**src/rtl/psram_pkg.sv**
```systemverilog
// Shared constants, state encoding and port ids for the PSRAM64 two-port arbiter.
// Defaults describe an 8 MB part with 1 KB pages and a 256-byte CE# low-time bound.
package psram_pkg;

    localparam int DEF_ADDR_W      = 23;
    localparam int DEF_LEN_W       = 12;
    localparam int DEF_MAX_BURST   = 256;
    localparam int DEF_PAGE_BYTES  = 1024;
    localparam int DEF_TIMEOUT_CYC = 4096;
    localparam int CMD_LEN_W       = 9;

    typedef enum logic [1:0] {
        ST_IDLE   = 2'd0,
        ST_ISSUE  = 2'd1,
        ST_WAIT   = 2'd2,
        ST_FINISH = 2'd3
    } arb_state_e;

    localparam logic PORT0 = 1'b0;
    localparam logic PORT1 = 1'b1;

endpackage

```
**src/rtl/psram_burst_splitter.sv**
```systemverilog
// Combinational burst sizing: chunk = min(rem, MAX_BURST, bytes left in the current page).
// Only the in-page offset of the address matters, so that is all it takes.
module psram_burst_splitter
    import psram_pkg::*;
#(
    parameter int LEN_W      = DEF_LEN_W,
    parameter int MAX_BURST  = DEF_MAX_BURST,
    parameter int PAGE_BYTES = DEF_PAGE_BYTES,
    parameter int PG_W       = $clog2(PAGE_BYTES)
) (
    input  logic [PG_W-1:0]      page_offs_i,
    input  logic [LEN_W-1:0]     rem_i,
    output logic [CMD_LEN_W-1:0] chunk_o
);

    // One bit wider than the length so a full page (PAGE_BYTES) is representable.
    localparam int CW = LEN_W + 1;

    logic [CW-1:0] room;
    logic [CW-1:0] chunk_w;

    always_comb begin
        room    = CW'(PAGE_BYTES) - CW'(page_offs_i);
        chunk_w = CW'(rem_i);
        if (chunk_w > CW'(MAX_BURST)) begin
            chunk_w = CW'(MAX_BURST);
        end
        if (chunk_w > room) begin
            chunk_w = room;
        end
        chunk_o = CMD_LEN_W'(chunk_w);
    end

endmodule

```
**src/rtl/psram_arbiter.sv**
```systemverilog
// Two-port round-robin arbiter that splits each granted transfer into page-safe bursts for PSRAM64.
// gnt is a pulse in the IDLE cycle that accepts a request; done/err are registered pulses after FINISH.
module psram_arbiter
    import psram_pkg::*;
#(
    parameter int ADDR_W      = DEF_ADDR_W,
    parameter int LEN_W       = DEF_LEN_W,
    parameter int MAX_BURST   = DEF_MAX_BURST,
    parameter int PAGE_BYTES  = DEF_PAGE_BYTES,
    parameter int TIMEOUT_CYC = DEF_TIMEOUT_CYC
) (
    input  logic                 SYS_CLK,
    input  logic                 SYS_RSTn,
    input  logic                 req0,
    input  logic                 req1,
    input  logic                 we0,
    input  logic                 we1,
    input  logic [ADDR_W-1:0]    addr0,
    input  logic [ADDR_W-1:0]    addr1,
    input  logic [LEN_W-1:0]     len0,
    input  logic [LEN_W-1:0]     len1,
    output logic                 gnt0,
    output logic                 gnt1,
    output logic                 done0,
    output logic                 done1,
    output logic                 err0,
    output logic                 err1,
    output logic                 cmd_valid,
    output logic                 cmd_we,
    output logic [ADDR_W-1:0]    cmd_addr,
    output logic [CMD_LEN_W-1:0] cmd_len,
    input  logic                 cmd_ready,
    input  logic                 cmd_done,
    output logic                 busy
);

    localparam int PG_W  = $clog2(PAGE_BYTES);
    localparam int TMO_W = $clog2(TIMEOUT_CYC);

    arb_state_e          state_q, state_d;
    logic                rr_last_q, rr_last_d;
    logic                owner_q, owner_d;
    logic                cur_we_q, cur_we_d;
    logic [ADDR_W-1:0]   cur_addr_q, cur_addr_d;
    logic [LEN_W-1:0]    rem_q, rem_d;
    logic [TMO_W-1:0]    tmo_q, tmo_d;
    logic                abort_q, abort_d;
    logic [1:0]          done_q, done_d;
    logic [1:0]          err_q, err_d;
    logic                pick;
    logic [CMD_LEN_W-1:0] chunk;

    psram_burst_splitter #(
        .LEN_W      (LEN_W),
        .MAX_BURST  (MAX_BURST),
        .PAGE_BYTES (PAGE_BYTES),
        .PG_W       (PG_W)
    ) u_splitter (
        .page_offs_i (cur_addr_q[PG_W-1:0]),
        .rem_i       (rem_q),
        .chunk_o     (chunk)
    );

    always_ff @(posedge SYS_CLK or negedge SYS_RSTn) begin
        if (!SYS_RSTn) begin
            state_q    <= ST_IDLE;
            rr_last_q  <= PORT1;
            owner_q    <= PORT0;
            cur_we_q   <= 1'b0;
            cur_addr_q <= '0;
            rem_q      <= '0;
            tmo_q      <= '0;
            abort_q    <= 1'b0;
            done_q     <= '0;
            err_q      <= '0;
        end else begin
            state_q    <= state_d;
            rr_last_q  <= rr_last_d;
            owner_q    <= owner_d;
            cur_we_q   <= cur_we_d;
            cur_addr_q <= cur_addr_d;
            rem_q      <= rem_d;
            tmo_q      <= tmo_d;
            abort_q    <= abort_d;
            done_q     <= done_d;
            err_q      <= err_d;
        end
    end

    // On a tie the port that did not win last time gets the grant.
    assign pick = (req0 && req1) ? ~rr_last_q : req1;

    always_comb begin
        state_d    = state_q;
        rr_last_d  = rr_last_q;
        owner_d    = owner_q;
        cur_we_d   = cur_we_q;
        cur_addr_d = cur_addr_q;
        rem_d      = rem_q;
        tmo_d      = tmo_q;
        abort_d    = abort_q;
        done_d     = '0;
        err_d      = '0;
        gnt0       = 1'b0;
        gnt1       = 1'b0;
        cmd_valid  = 1'b0;

        case (state_q)
            ST_IDLE: begin
                if (req0 || req1) begin
                    owner_d    = pick;
                    rr_last_d  = pick;
                    cur_we_d   = pick ? we1 : we0;
                    cur_addr_d = pick ? addr1 : addr0;
                    rem_d      = pick ? len1 : len0;
                    gnt0       = ~pick;
                    gnt1       = pick;
                    state_d    = ((pick ? len1 : len0) == '0) ? ST_FINISH : ST_ISSUE;
                end
            end
            ST_ISSUE: begin
                cmd_valid = 1'b1;
                if (cmd_ready) begin
                    tmo_d   = '0;
                    state_d = ST_WAIT;
                end
            end
            ST_WAIT: begin
                // Completion takes priority over a timeout landing in the same cycle.
                if (cmd_done) begin
                    cur_addr_d = cur_addr_q + ADDR_W'(chunk);
                    rem_d      = rem_q - LEN_W'(chunk);
                    state_d    = (rem_q == LEN_W'(chunk)) ? ST_FINISH : ST_ISSUE;
                end else if (tmo_q == TMO_W'(TIMEOUT_CYC - 1)) begin
                    abort_d = 1'b1;
                    state_d = ST_FINISH;
                end else begin
                    tmo_d = tmo_q + 1'b1;
                end
            end
            ST_FINISH: begin
                done_d  = owner_q ? 2'b10 : 2'b01;
                err_d   = abort_q ? done_d : 2'b00;
                abort_d = 1'b0;
                state_d = ST_IDLE;
            end
            default: state_d = ST_IDLE;
        endcase
    end

    assign done0    = done_q[0];
    assign done1    = done_q[1];
    assign err0     = err_q[0];
    assign err1     = err_q[1];
    assign cmd_we   = cur_we_q;
    assign cmd_addr = cur_addr_q;
    assign cmd_len  = chunk;
    assign busy     = (state_q != ST_IDLE);

endmodule
```
**config.mk**
```make
export PLATFORM = sky130hd
export DESIGN_NAME = psram_arbiter
export DESIGN_NICKNAME = d
export VERILOG_FILES = /design/src/rtl/psram_pkg.sv /design/src/rtl/psram_burst_splitter.sv /design/src/rtl/psram_arbiter.sv
export SDC_FILE = /design/constraint.sdc
export NUM_CORES = 1
export LEC_CHECK = 0
export ABC_AREA = 1
export BUFFER_PORTS_ARGS = -buffer_cell sky130_fd_sc_hd__buf_2
export CAP_MARGIN = 30
export CORE_MARGIN = 2
export CORE_UTILIZATION = 45
export DETAILED_ROUTE_END_ITERATION = 7
export PLACE_DENSITY = 0.68
export SYNTH_ARGS = -nofsm -noshare
export SYNTH_HDL_FRONTEND = slang
export SYNTH_HIERARCHICAL = 1
export SYNTH_SLANG_ARGS = --single-unit
```
**constraint.sdc**
```tcl
create_clock -name SYS_CLK -period 8 [get_ports SYS_CLK]
set_input_delay 1.2 -clock SYS_CLK [delete_from_list [all_inputs] [get_ports SYS_CLK]]
set_output_delay 1.2 -clock SYS_CLK [all_outputs]
set_load 0.01 [all_outputs]
```
==> flow_summary.ini <==
[run_status]
status = finished, final reports clean

[clock_tree]
cts_made_buffers = 9
cts_tree = done
cts_sinks = 57
clockRootBuffer = clkbuf_16
h-tree-depth = 3
clk_pin_slew_ps = 50
cts_max_path_buffers = 2
clk_latency_ps = 330
hold_buffers = 0
cts_resized = 0
post_cts_buffers = 0

[drt]
drtIter0Drc = 478
firstDrtPassIters = 5
routed_wl_um = 15800
via_count = 6052
vias_per_cell = 5.04
drc = 0
antenna_left = 0
routedWlPerCell_um = 13.2

[synth]
synth_edf_count = 0
synthArstFlopShare_pct = 100
netlist.area_leader.share_pct = 24.8
syn_area_um2 = 5650
syn_avg_cell_area_um2 = 6.16
yosysTopAreaCell = dfrtp_1
synth_seq_area_share_pct = 25.2
synthFlopType = dfrtp_1
ys_ff_latch = 57
ys_types = 44
synth_area_leaders = dfrtp_1, nand2_1, nor2_1, nand3_1, inv_1
syn-instance-count = 918
ys_warn_count = 6

[timing]
fmax_ghz = 0.241
min_period_ps = 4150
finClkSkew_ps = 8.98
finalMaxSlewViolations = 0
hold_viol = 0
period_share_pct = 51.9
tightest_slew_ps = 793
fin_ws_ps = 3850
tns_ps = 0
fin_hold_ws_ps = 457
setup_viol = 0
relSlewSlack_pct = 47.0
rsz0062_at_grt = no

[die]
start_util_pct = 46.5
core_um2 = 12200
fp-row-count = 40
dieHeight_um = 116
die-area_um2 = 13500
dieWidth_um = 116
pin_count = 119

[grt]
grtUsageTotal_pct = 24.7
grt_max_degree = 58
first_global_vias = 5563
grt_overflow = 0
antenna_found_initial = 0
grt_first_pass_wirelength_um = 26500

[setup_path]
cp_max_fo = 10
crit_type = reg -> out
reg2reg_slack_ps = 3940
reg2reg_to = cmd_addr[20]
cp_data_required_time_ps = 6800
r2r_cells = 29
worstSetupEndpointType = output pin
cp.arrival_ps = 2950
reg2reg_from = cmd_addr[0]
setup.worst_path.start = cmd_addr[0]
start_kind = flip-flop
endpoint = cmd_len[4]

[placement]
place_area_um2 = 6350
dp_slack_ps = 3970
portBuffers = 118
place.gp.congestion = 0.943
dp_hpwl_um = 12100

[cells_and_area]
drive_above_1_share_pct = 18.2
fillCellCount = 1266
multi_input_area_um2 = 3680
final_nets = 1139
area_delta_synth_final_pct = 18.0
utilization_pct = 54.9
stdcell_area_um2 = 6670
final_cell_mix = nand2_1, nor2_1, buf_2
n_antenna_cell = 0
seq_area_um2 = 1430
final_common_cell = nand2_1

[power_and_ir_drop]
cellPowerDensity_nw_per_um2 = 451
power_leakage_nw = 3.57
peakVddDrop_mv = 0.199

[hold_path]
hold_path_class = reg -> reg

[job]
drv_cap = 0
-- cells by family after synthesis --
family	share of synthesized area [%]
and+or+nand+nor	43.5
other	0.0663
adders and majority gates	7.57
DFF	25.2
AOI/OAI and AO/OA	11.2
xor gates and xnor gates	2.63
buffers and inverters	9.76
-- worst min path at each step --
stage | startpoint | endpoint | slack, ps | depth (start not counted)
final | owner_q | done_q[0] | 460 | 1
after global placement | owner_q | done_q[0] | 450 | 1
after CTS | owner_q | done_q[0] | 460 | 1
after floorplan | owner_q | done_q[0] | 430 | 1
after global routing | rr_last_q | rr_last_q | 480 | 2
after detailed placement | owner_q | done_q[0] | 450 | 1
-- worst max-delay path, stage by stage, from the launching register on --
cell and delay, ps:
dfrtp_1 440, inv_1 100, ha_1 240, nand2_1 130
nor2_1 120, nor2_1 50, nor2_1 140, inv_1 60
ha_1 300, nand2_1 70, nand2_1 50, nand2_1 50
nand2_1 40, nor2_1 170, nand2_4 130, nand2_4 130
nand2_1 60, nand2_1 160, buf_2 170
-- power breakdown --
group,switching [W],internal [W]
registers,0.000163,0.000407
clock network,0.000138,0.000280
logic,0.00133,0.000693
total,0.00163,0.00138
-- area by class of cell --
class                   instances  share of cell area [%]
multi-input cells             727                    55.1
clock buffers                  11                    3.64
inverters                     112                    6.30
flip-flops and latches         57                    21.4
clock inverters                 5                    1.18
well taps                     168                    3.15
repair buffers                121                    9.19
-- synthesized netlist by cell type (all sizes together) (3+ instances only) --
library cell  instances
o211ai                5
nor3                 11
buf                  18
nor2                164
nand2               281
xor2                 16
nand3b                3
dfrtp                56
clkbuf                5
a31oi                 5
or2                   6
nand4                 8
a21oi                40
inv                 112
o21ai                50
ha                   31
a21boi                4
nand3                88
-- layer usage --
| layer | part of all wire (%) | wire [um] | track usage, % |
|---|---|---|---|
| met3 | 6.5 | 1030 | 4.36 |
| met5 | 0 | 0 | 0 |
| met2 | 45 | 7060 | 39.1 |
| met1 | 47 | 7470 | 35.0 |
| met4 | 1.5 | 242 | 6.59 |
-- state kept, by name, summed over array words and instances, names as in the netlist --
| name | cells |
|---|---|
| rem_q | 12 |
| state_q | 2 |
| done_q | 2 |
| abort_q | 1 |
| tmo_q | 12 |
| owner_q | 1 |
| cmd_we | 1 |
| cmd_addr | 23 |
| err_q | 2 |
| rr_last_q | 1 |
-- stage by stage --
step | power (W) | cells
2_1_floorplan | 0.00204 | 919
3_3_place_gp | 0.00256 | 1185
3_5_place_dp | 0.00257 | 1185
4_1_cts | 0.00301 | 1201
5_1_grt | 0.00334 | 1201
6_report | 0.00301 | 1201
Note: power is estimated with default switching activity, not from simulation.
